### src/rtl/ram_copy_engine.sv
// ram_copy_engine
//
// Copies a block of words from a source range to a destination range inside
// one single-port, registered-read RAM. Each word takes two cycles: a READ that
// presents the source address, then a WRITE that forwards the RAM read data to
// the destination address. The copy runs strictly forward, so an overlapping
// destination above the source propagates already-copied words.
//
// Optional feature macro: RAM_COPY_CHECKSUM_EN adds Checksum_o, which holds the
// running sum of all written words of the current command.
//
// Ports:
//   Clock             single clock, rising edge
//   Reset             synchronous, active-high
//   Start_i           command strobe, accepted only while idle
//   SrcAddress_i      first source word (sampled on accept)
//   DstAddress_i      first destination word (sampled on accept)
//   Length_i          word count, 0 is legal (sampled on accept)
//   Busy_o            high while a copy is in progress
//   Done_o            one-cycle completion pulse
//   RamReadEnable_o   RAM read enable
//   RamWriteEnable_o  RAM write enable
//   RamAddress_o      RAM address
//   RamData_o         RAM write data
//   RamData_i         RAM registered read data
//   Checksum_o        sum of written words (RAM_COPY_CHECKSUM_EN only)

module ram_copy_engine #(
   parameter int unsigned ADDRESS_WIDTH = 16,
   parameter int unsigned DATA_WIDTH    = 8
) (
   input  logic                     Clock,
   input  logic                     Reset,
   input  logic                     Start_i,
   input  logic [ADDRESS_WIDTH-1:0] SrcAddress_i,
   input  logic [ADDRESS_WIDTH-1:0] DstAddress_i,
   input  logic [ADDRESS_WIDTH-1:0] Length_i,
   output logic                     Busy_o,
   output logic                     Done_o,
   output logic                     RamReadEnable_o,
   output logic                     RamWriteEnable_o,
   output logic [ADDRESS_WIDTH-1:0] RamAddress_o,
   output logic [DATA_WIDTH-1:0]    RamData_o,
   input  logic [DATA_WIDTH-1:0]    RamData_i
`ifdef RAM_COPY_CHECKSUM_EN
   ,
   output logic [DATA_WIDTH-1:0]    Checksum_o
`endif
);

   typedef enum logic [1:0] {
      StIdle  = 2'd0,
      StRead  = 2'd1,
      StWrite = 2'd2
   } state_e;

   state_e                   state_q;
   logic [ADDRESS_WIDTH-1:0] src_q;
   logic [ADDRESS_WIDTH-1:0] dst_q;
   logic [ADDRESS_WIDTH-1:0] remaining_q;
   logic                     done_q;
   logic                     accept;

   assign accept = (state_q == StIdle) && Start_i;

   always_ff @(posedge Clock) begin
      if (Reset) begin
         state_q     <= StIdle;
         src_q       <= '0;
         dst_q       <= '0;
         remaining_q <= '0;
         done_q      <= 1'b0;
      end else begin
         done_q <= 1'b0;
         unique case (state_q)
            StIdle: begin
               if (Start_i) begin
                  if (Length_i != '0) begin
                     src_q       <= SrcAddress_i;
                     dst_q       <= DstAddress_i;
                     remaining_q <= Length_i;
                     state_q     <= StRead;
                  end else begin
                     // Zero-length command completes without touching the RAM.
                     done_q <= 1'b1;
                  end
               end
            end
            StRead: begin
               state_q <= StWrite;
            end
            StWrite: begin
               // Address arithmetic wraps naturally at the register width.
               src_q       <= src_q + ADDRESS_WIDTH'(1);
               dst_q       <= dst_q + ADDRESS_WIDTH'(1);
               remaining_q <= remaining_q - ADDRESS_WIDTH'(1);
               if (remaining_q == ADDRESS_WIDTH'(1)) begin
                  state_q <= StIdle;
                  done_q  <= 1'b1;
               end else begin
                  state_q <= StRead;
               end
            end
            default: begin
               state_q <= StIdle;
            end
         endcase
      end
   end

   // RAM side is decoded straight from the state register. In WRITE the RAM
   // still holds the word fetched in READ because its read enable is low.
   always_comb begin
      RamReadEnable_o  = 1'b0;
      RamWriteEnable_o = 1'b0;
      RamAddress_o     = '0;
      RamData_o        = '0;
      unique case (state_q)
         StRead: begin
            RamReadEnable_o = 1'b1;
            RamAddress_o    = src_q;
         end
         StWrite: begin
            RamWriteEnable_o = 1'b1;
            RamAddress_o     = dst_q;
            RamData_o        = RamData_i;
         end
         default: begin
         end
      endcase
   end

   assign Busy_o = (state_q != StIdle);
   assign Done_o = done_q;

`ifdef RAM_COPY_CHECKSUM_EN
   logic [DATA_WIDTH-1:0] checksum_q;

   // Cleared on every accept (zero length included), so the value is final
   // from the Done_o cycle until the next command.
   always_ff @(posedge Clock) begin
      if (Reset) begin
         checksum_q <= '0;
      end else if (accept) begin
         checksum_q <= '0;
      end else if (state_q == StWrite) begin
         checksum_q <= checksum_q + RamData_i;
      end
   end

   assign Checksum_o = checksum_q;
`else
   logic unused_accept;
   assign unused_accept = accept;
`endif

endmodule

### config.mk
export PLATFORM = sky130hd
export DESIGN_NAME = ram_copy_engine
export DESIGN_NICKNAME = d
export VERILOG_FILES = /design/src/rtl/ram_copy_engine.sv
export SDC_FILE = /design/constraint.sdc
export NUM_CORES = 1
export LEC_CHECK = 0
export BUFFER_PORTS_ARGS = -buffer_cell sky130_fd_sc_hd__buf_2
export CAP_MARGIN = 20
export CORE_ASPECT_RATIO = 1.4
export CORE_MARGIN = 10
export CORE_UTILIZATION = 30
export CTS_CLUSTER_SIZE = 24
export DETAILED_ROUTE_END_ITERATION = 6
export PLACE_DENSITY = 0.49
export REMOVE_ABC_BUFFERS = 1
export SETUP_SLACK_MARGIN = 0.15
export SYNTH_ARGS = -nofsm -noshare
export SYNTH_HDL_FRONTEND = slang
export SYNTH_SLANG_ARGS = --single-unit
### constraint.sdc
create_clock -name Clock -period 4.7 [get_ports Clock]
set_clock_uncertainty 0.15 [all_clocks]
set_input_delay 0.94 -clock Clock [delete_from_list [all_inputs] [get_ports Clock]]
set_output_delay 0.94 -clock Clock [all_outputs]
set_load 0.01 [all_outputs]
# ---- Yosys cells after proc, flatten, opt, wreduce, memory -nomap -nowiden
# Cells that the tools add are included.
dict set report classes {
  n_addsub 3
  eq_ne 5
  muxes 21
  reduce_logical 6
}
# operator count
set ops {}
lappend ops {{$pmux 16 s2} 4}
lappend ops {{$mux 16} 6}
lappend ops {{$add 16x1->16 const B} 2}
lappend ops {{$eq 16x1->1 const B} 1}
lappend ops {{$reduce_bool 16->1} 1}
lappend ops {{$sub 16x1->16 const B} 1}
lappend ops {{$mux 8} 1}
lappend ops {{$mux 1} 6}
lappend ops {{$pmux 2 s3} 1}
lappend ops {{$mux 2} 2}
lappend ops {{$reduce_bool 2->1} 2}
lappend ops {{$reduce_and 3->1} 1}
lappend ops {{$eq 2x1->1 const B} 1}
lappend ops {{$eq 2x2->1 const B} 1}
lappend ops {{$logic_not 2->1} 1}
lappend ops {{$ne 2x1->1 const B} 1}
lappend ops {{$ne 2x2->1 const B} 1}
lappend ops {{$pmux 1 s2} 1}
lappend ops {{$reduce_and 2->1} 1}
dict set report totals {
  register_bits 51
  inputBits 59
  out_inout_bits 28
  word_cells 40
}

# ---- Longest topological paths before layout
# Gate-level depths: netlist (run 1).
dict set report logic_depth {
  depth_word 4
  mapped_depth 10
  depth_no_buf 7
}

# ---- Worst setup path after synthesis (run 1)
# OpenSTA, ideal clock, no wires.
dict set report synth_timing {
  path_kind {input -> register}
  from {in Length_i[13]}
  to {reg state_q[0]}
  setup_time_ps 128
  t_arrival_ps 2589
  required_time_ps 4422
  path_slack_ps 1833
  cell_stages 7
  cell_sequence {or4_1 > or3_4 > o31a_1 > buf_6 > buf_2 > a22oi_1 > nor2_1}
}
dict set report synth_between {
  elab_chain_len 3
}
# element line
set synth_rtl {}
lappend synth_rtl {{from (decl)} 37} ;# input logic [ADDRESS_WIDTH-1:0] Length_i,
lappend synth_rtl {{$reduce_bool 16->1} 78} ;# if (Length_i != '0) begin
lappend synth_rtl {{$ne 2x1->1 (no source line)} n/a}
lappend synth_rtl {{$reduce_and 2->1 (no source line)} n/a}
lappend synth_rtl {{to (signal assigned)} 82} ;# state_q <= StRead;
lappend synth_rtl {{to (signal assigned)} 90} ;# state_q <= StWrite;
lappend synth_rtl {{to (signal assigned)} 98} ;# state_q <= StIdle;
lappend synth_rtl {{to (decl)} 57} ;# state_e state_q;
# No other way between the ends.
# A chain may end at the register's enable or synchronous reset.

# ---- Worst setup path after layout (run 1)
dict set report layout_timing {
  from {reg state_q[0]}
  to {out RamAddress_o[4]}
}
dict set report layout_between {
  elab_chain_len 2
  word_cells_on_any_way 3
}
# element line
set layout_rtl {}
lappend layout_rtl {{from (signal assigned)} 68} ;# state_q <= StIdle;
lappend layout_rtl {{from (signal assigned)} 82}
lappend layout_rtl {{from (signal assigned)} 90}
lappend layout_rtl {{$eq 2x2->1 or $eq 2x1->1 (tied branches)} 118} ;# unique case (state_q)
lappend layout_rtl {{$pmux 16 s2 (*)} 118}
lappend layout_rtl {{to (decl)} 42} ;# output logic [ADDRESS_WIDTH-1:0] RamAddress_o,
# Mark *: on every way between the ends. The rest lies on a longest branch, timed or not.

==> impl_metrics.toml, run 1 <==
[outcome]
status = "completed"

[timing]
setup_viol = 0
min_period_ns = 3.365
slew_headroom_pct = 43.03
final.period_utilization_pct = 71.59
tightest_slew_ns = 0.8468
fmax_ghz = 0.2972
rsz0062_at_grt = "false"
setup_ws_ns = 1.335
hold_viol = 0
drv_slew = 0
holdWs_ns = 0.3388

[layout]
drive_above_1_share_pct = 20.08
syn2layout_area_growth_pct = 17.13
layout.nets = 601
num_antenna_cells = 0
layout_commonest_cell = "buf_2"
layout_common_cells = "buf_2 (86), a21oi_1 (56), dfxtp_1 (51)"
nFillCells = 1265

[detailed_routing]
drt_first_iter_violations = 252
wl_um = 11750
wire_per_inst_um = 17.35
first_pass_iters = 5
antenna_left = 0
num_vias = 3795
drt-vias-per-instance = 5.606
drc_errors = 0

[grt]
grt_pass1_wl_um = 19010
grtUsageMet2_pct = 23.45
grt_usage_pct = 13.56
met3_usage_pct = 3.422
grt_overflow = 0
busiest_layer = "met2"
grt_pass1_vias = 3705
grt_max_degree = 62
use_met1_pct = 16.53
antenna_found_initial = 0

[die]
core_area_um2 = 11450
dieWidth_um = 111.9
fp.dieH_um = 148.6
fp-row-count = 46
initial_core_util_pct = 30.94
dieArea_um2 = 16620
io_pins = 87

[synth]
ys_warn_count = 0
syn_area_per_cell_um2 = 7.429
synthFlopType = "dfxtp_1"
synthDistinctLibCells = 55
netlist_instances = 477
synth-edff-count = 0
synth-seq-cells = 51
synth_async_sr_flop_share_pct = 0
synthesis.area_um2 = 3543
yosysSeqAreaShare_pct = 28.81

[place]
gp_congestion = 0.8175
dpl.hpwl_um = 8144
pre_cts_slack_ns = 1.330
place.port_buffers = 86

[clock_tree]
clk_path_buf_depth = 2
cts_buffers = 5
cts-root-buf = "clkbuf_16"
cts_resized = 0
insertion_delay_ns = 0.29
cts.sinks = 51
post-cts-setup-buffers = 0
hold_buffers = 0
clk_transition_reported_paths_ns = 0.06
htreeDepth = 2
tritoncts = "built"

[worst_setup_path]
startpoint_type = "flop"
required_ns = 3.61
cp-end-kind = "output port"
path_class = "flop to output port"
arrival_ns = 2.27
r2r_cells = 8
reg2reg_slack_ns = 1.89
crit_fanout = 61

[pwr]
powerDensity_nw_per_um2 = 288.7
power_leakage_nw = 1.520
ir_worst_vdd_mv = 0.1311

[min_path]
hold_class = "flop to flop"
whs_path_depth = 2

[run]
cap_violations = 0
## power breakdown
part / internal, W / total [W] / switching (W)
Clock: 0.000192 / 0.000352 / 0.000159
Combinational: 0.000130 / 0.000316 / 0.000186
Sequential: 0.000476 / 0.000531 / 0.0000551
## critical path, stage by stage, from the launching register on
cell and delay [ns]:
dfxtp_1 0.34, inv_1 0.12, ha_4 0.39, buf_4 0.60
a22oi_1 0.14, nor2b_1 0.21, buf_2 0.17
## synthesized netlist by cell type (all sizes together) (8+ instances only)
| library cell | number | area share [%] |
|---|---|---|
| a211oi | 13 | 2.8 |
| a21oi | 56 | 7.9 |
| a22oi | 17 | 3.6 |
| and2 | 9 | 1.6 |
| and3 | 8 | 1.4 |
| buf | 11 | 2.4 |
| clkbuf | 30 | 3.2 |
| dfxtp | 51 | 29 |
| ha | 8 | 2.8 |
| inv | 13 | 1.4 |
| nand2 | 38 | 4.0 |
| nand2b | 12 | 2.1 |
| nand3 | 18 | 2.5 |
| nand4 | 10 | 1.8 |
| nor2 | 23 | 2.4 |
| nor2b | 23 | 4.1 |
| nor3 | 13 | 1.8 |
| nor4 | 9 | 1.8 |
| o21ai | 35 | 4.9 |
| o22ai | 8 | 1.4 |
| o32ai | 11 | 2.7 |
## state kept, by name (all words and copies together), names as in the netlist
signal       count
dst_q           16
remaining_q     16
src_q           16
state_q          2
Done_o           1
## kinds of logic after synthesis
| logic type | count (synthesis) | share of synthesized area [%] |
|---|---|---|
| AO/OA/AOI/OAI | 178 | 32.42 |
| adder cells (fa/ha/maj) | 8 | 2.825 |
| buffers and inverters | 54 | 6.921 |
| flip-flops | 51 | 28.81 |
| multiplexers | 5 | 1.483 |
| AND/OR/NAND/NOR | 181 | 27.54 |
## final timing paths
check                                        to      startpoint
worst max register to register   remaining_q[0]      state_q[0]
worst max-delay path            RamAddress_o[4]      state_q[0]
worst min register to register   remaining_q[6]  remaining_q[6]
worst min-delay path             remaining_q[6]  remaining_q[6]
## metrics by stage
| stage | util, % | instance area (um2) | setup TNS (ns) | total power [W] | instances |
|---|---|---|---|---|---|
| after floorplan | - | 3347 | -34.73 | 0.0007312 | 436 |
| after global routing | 36.24 | 4150 | 0 | 0.001271 | 677 |
| after global placement | 34.94 | 4001 | 0 | 0.0008479 | 670 |
| final | 36.24 | 4150 | 0 | 0.001198 | 677 |
| after detailed placement | 34.94 | 4001 | 0 | 0.0008521 | 670 |
| after CTS | 36.06 | 4130 | 0 | 0.001208 | 676 |
## metal layers
layer	routed length (um)	vias up
met5	0	-
met4	72	0
met3	770	6
met2	5768	120
met1	5135	1784
li1	-	1885
## layout make-up
cell class	instances	area [um2]	share of cell area, %
Sequential cell	51	1021	24.60
Inverter	13	48.80	1.176
Multi-Input combinational cell	372	2291	55.20
Timing Repair Buffer	91	480.5	11.58
Tap cell	144	180.2	4.341
Clock buffer	6	128.9	3.105
Power figures use the tool's default switching activity.
==> run 2: changes to the inputs <==
--- a/config.mk
+++ b/config.mk
@@ -12,7 +12,7 @@
 export CORE_UTILIZATION = 30
 export CTS_CLUSTER_SIZE = 24
 export DETAILED_ROUTE_END_ITERATION = 6
-export PLACE_DENSITY = 0.49
+export PLACE_DENSITY = 0.51
 export REMOVE_ABC_BUFFERS = 1
 export SETUP_SLACK_MARGIN = 0.15
 export SYNTH_ARGS = -nofsm -noshare
==> constraint.sdc (replaced) <==
create_clock -name Clock -period 3.08 [get_ports Clock]
set_clock_uncertainty 0.15 [all_clocks]
set_input_delay 0.616 -clock Clock [delete_from_list [all_inputs] [get_ports Clock]]
set_output_delay 0.616 -clock Clock [all_outputs]
set_load 0.01 [all_outputs]
==> run 2 against run 1 <==
Compared with the run above:
- highest routed layer unchanged
- final cell count grew 0.59%
- die area is the same
- global-route usage shrank 0.19 points
- worst hold slack gained 0.0020 ns
- register-to-register slack lost 1.2 ns
- critical path depth shrank 2
- total power grew 58%
- via count shrank 0.84%
- clock power grew 68%
- design area grew 1.9%
- clock-buffer cell count grew 2
- first-iteration DRC count shrank 27%
- largest cell class unchanged
==> impl_metrics.toml, run 2 (synthesis gave the netlist of run 1 again) <==
[outcome]
status = "completed"

[detailed_routing]
antenna_left = 0
drt-met1-wl_um = 4819
top_layer_used = "met4"
drt-vias-per-instance = 5.526
num_vias = 3763
dr_wl_met2_um = 6258
dr_wl_met3_um = 472
first_pass_iters = 5
drt_first_iter_violations = 185
drc_errors = 0
wire_per_inst_um = 17.03
wl_um = 11600

[clock_tree]
cts_buffers = 5
htreeDepth = 2
post-cts-setup-buffers = 0
cts.sinks = 51
tritoncts = "built"
hold_buffers = 0
clk_path_buf_depth = 2
cts_resized = 0
insertion_delay_ns = 0.29
cts-root-buf = "clkbuf_16"
clk_transition_reported_paths_ns = 0.06

[place]
gp_congestion = 0.8493
postPlaceCellArea_um2 = 4074
pre_cts_slack_ns = 0.2553
place.port_buffers = 86
placed_cells_incl_taps = 673
dpl.hpwl_um = 8148

[timing]
setup_ws_ns = 0.5565
min_period_ns = 2.524
slew_headroom_pct = 48.69
hold_viol = 0
final.period_utilization_pct = 81.93
holdWs_ns = 0.3408
rsz0062_at_grt = "false"
drv_slew = 0
fmax_ghz = 0.3963
setup_viol = 0
tightest_slew_ns = 0.7627

[pwr]
ir_worst_vdd_mv = 0.2106
power_leakage_nw = 1.557
fin_total_pwr_w = 0.001893
powerDensity_nw_per_um2 = 447.6

[worst_setup_path]
startpoint_type = "flop"
cp-end-kind = "output port"
required_ns = 2.31
cpPeakStageDelay_ns = 0.57
arrival_ns = 1.76
slowest_stage = "ha_1"
path_class = "flop to output port"
path_cells = "inv_1 -> ha_1 -> a21boi_0 -> buf_2"
crit_fanout = 16

[grt]
grt_pass1_wl_um = 18820
grt_usage_pct = 13.37
grt_max_degree = 98
antenna_found_initial = 0
grt_overflow = 0
grt_pass1_vias = 3745

[layout]
layout.nets = 603
syn2layout_area_growth_pct = 19.39
instances_no_fill = 681
drive_above_1_share_pct = 20.67
layout_commonest_cell = "buf_2"
largestRegisters = "dst_q x16, remaining_q x16, src_q x16"
num_antenna_cells = 0
stdcell_area_um2 = 4230
layout_common_cells = "buf_2 (86), a21oi_1 (56), dfxtp_1 (51)"
nFillCells = 1227

[die]
dieWidth_um = 111.9
fp.dieH_um = 148.6
io_pins = 87
dieArea_um2 = 16620
core_area_um2 = 11450
fp-row-count = 46
initial_core_util_pct = 30.94

[run]
cap_violations = 0

[min_path]
hold_class = "flop to flop"
run 2: layout make-up:
| class | count | area [um2] | area share, % |
|---|---|---|---|
| Timing Repair Buffer | 93 | 533.0 | 12.60 |
| Inverter | 13 | 48.80 | 1.154 |
| Clock buffer | 8 | 156.4 | 3.697 |
| Tap cell | 144 | 180.2 | 4.259 |
| Sequential cell | 51 | 1021 | 24.13 |
| Multi-Input combinational cell | 372 | 2291 | 54.16 |
run 2: report_power, final:
part           total, W  switching [W]  internal, W  leakage (nW)
Clock          0.000591       0.000244     0.000347        0.0772
Combinational  0.000494       0.000285     0.000209          1.06
Sequential     0.000809      0.0000829     0.000726         0.420
Total           0.00189       0.000612      0.00128          1.56
run 2: worst paths after layout:
kind,end,cells after the start,start,slack (ns)
worst max register to register,remaining_q[14],7,remaining_q[0],0.73
worst min register to register,remaining_q[6],2,remaining_q[6],0.34
worst min-delay path,remaining_q[6],2,remaining_q[6],0.34
worst max-delay path,RamAddress_o[7],4,state_q[1],0.56
run 2: metal layers:
layer	GRT usage, %	up-vias
li1	-	1897
met5	0	-
met1	14.96	1783
met3	2.496	2
met2	25.47	81
met4	2.448	0
run 2: critical path, delay by kind of cell (launching register included):
| family | cells | cell delay [ns] |
|---|---|---|
| AOI/OAI and AO/OA | 1 | 0.23 |
| adders and majority gates | 1 | 0.57 |
| buffers and inverters | 2 | 0.25 |
| DFF | 1 | 0.41 |
run 2: metrics by stage:
stage	utilization, %	setup TNS, ns
after floorplan	-	-118.97
after global placement	35.57	0
after detailed placement	35.57	0
after CTS	36.93	0
after global routing	36.93	0
final	36.93	0
==> run 3: changes to the inputs <==
==> constraint.sdc (replaced) <==
create_clock -name Clock -period 2 [get_ports Clock]
set_clock_uncertainty 0.15 [all_clocks]
set_input_delay 0.4 -clock Clock [delete_from_list [all_inputs] [get_ports Clock]]
set_output_delay 0.4 -clock Clock [all_outputs]
set_load 0.01 [all_outputs]
==> run 3 against run 2 <==
Compared with the run above:
- the run now ends with setup timing left
- combinational power grew to 2.8 times the previous value
- setup slack worse by 0.73 ns
- sequential share of layout area is 6.0 points lower
- core utilization is 12 points higher
- worst hold slack worse by 0.087 ns
- sequential power is 53% higher
- critical path type is now input port to flop
==> impl_metrics.toml, run 3 (synthesis gave the netlist of run 1 again) <==
[outcome]
status = "finished with violations"
violations = "setup timing"

[clock_tree]
clk_transition_reported_paths_ns = 0.07
cts_buffers = 5
cts-root-buf = "clkbuf_16"
tritoncts = "built"
cts.sinks = 51
htreeDepth = 2
clk_path_buf_depth = 2
insertion_delay_ns = 0.30

[place]
pre_cts_slack_ns = -0.5660
dpl.hpwl_um = 9510
place.port_buffers = 86
gp_congestion = 0.8849
placed_cells_incl_taps = 746

[detailed_routing]
first_pass_iters = 4
num_vias = 4236
antenna_left = 0
drt-vias-per-instance = 5.445
drt_first_iter_violations = 203
wl_um = 14330
drc_errors = 0
wire_per_inst_um = 18.42

[layout]
syn2layout_area_growth_pct = 59.64
num_antenna_cells = 0
largestRegisters = "dst_q x16, remaining_q x16, src_q x16"
layout_common_cells = "buf_2 (74), buf_4 (73), dfxtp_1 (48)"
instances_no_fill = 778
nFillCells = 1120
layout_commonest_cell = "buf_2"
drive_above_1_share_pct = 44.32
layout.nets = 700

[timing]
tightest_slew_ns = 0.3766
slew_headroom_pct = 74.68
drv_slew = 0
final.period_utilization_pct = 108.7
setup_ws_ns = -0.1738
setup_viol = 75
tns_ns = -7.468
rsz0062_at_grt = "true"
hold_viol = 0
fmax_ghz = 0.4600
min_period_ns = 2.174

[pwr]
powerDensity_nw_per_um2 = 624.7
ir_worst_vdd_mv = 0.3740
power_leakage_nw = 2.226

[grt]
grt_pass1_vias = 4366
antenna_found_initial = 0
grt_pass1_wl_um = 22140
grt_max_degree = 64
grt_usage_pct = 15.94
grt_overflow = 0

[worst_setup_path]
crit_family = "simple AND/OR/NAND/NOR gates"
cp_num_buf_inv = 2
startpoint_type = "input port"
required_ns = 2.07
path_cells = "buf_6 -> or4_4 -> or3_4 -> o31a_4 -> buf_12 -> a211o_1 -> o31ai_1"
cpPeakStageDelay_ns = 0.54
path_class = "input port to flop"
slowest_stage = "or4_4"
crit_fanout = 16
arrival_ns = 2.24
cp-end-kind = "flop"

[die]
core_area_um2 = 11450
initial_core_util_pct = 30.94
dieArea_um2 = 16620
fp-row-count = 46
fp.dieH_um = 148.6
dieWidth_um = 111.9
io_pins = 87

[run]
cap_violations = 0

[min_path]
hold_class = "input port to flop"
run 3: what timing repair did:
item / CTS / global route
resized for setup: 100 / 34
buffers inserted: 13 / 2
gates cloned: 6 / 3
hold buffers: 0 / 0
setup endpoints to repair: 77 / 78
pin swaps: 21 / 11
run 3: worst paths after layout:
path,slack [ns],end,startpoint,depth (start not counted)
worst min-delay path,0.25,src_q[0],SrcAddress_i[0],3
worst min register to register,0.33,remaining_q[14],remaining_q[14],2
worst max register to register,-0.09,dst_q[4],state_q[0],8
worst max-delay path,-0.17,dst_q[4],Length_i[13],7
run 3: worst min-delay path: cells and delay by family:
kind                   cells  cell delay [ns]
and+or+nand+nor            1             0.07
AOI/OAI and AO/OA          1             0.08
buffers and inverters      1             0.10
run 3: power by group:
group          internal [W]  switching, W
clock              0.000535      0.000400
sequential          0.00112      0.000118
combinational      0.000704      0.000659
run 3: cell type report:
type	instances	area (um2)	area share [%]
Multi-Input combinational cell	372	2610	46.14
Timing Repair Buffer	190	1637	28.93
Sequential cell	51	1025	18.12
Tap cell	144	180.2	3.185
Clock buffer	8	156.4	2.765
Inverter	13	48.80	0.8626
run 3: metal layers:
layer  vias to the layer above  GRT usage [%]  part of all wire, %
li1                       2108              -                    -
met1                      2031          16.65                   40
met2                        78          30.99                   54
met3                        19          2.979                  3.5
met4                         0          4.768                  2.1
met5                         -              0                    0
run 3: metrics by stage:
stage	total power [W]	area, um2	utilization (%)	hold WS, ns
finish	0.003534	5657	49.39	0.2536
global route	0.003710	5657	49.39	0.2728
CTS	0.003451	5444	47.53	0.2549
detailed placement	0.002265	4684	40.90	0.3256
global placement	0.002250	4684	40.90	0.3210
floorplan	0.001718	3347	-	0.2949
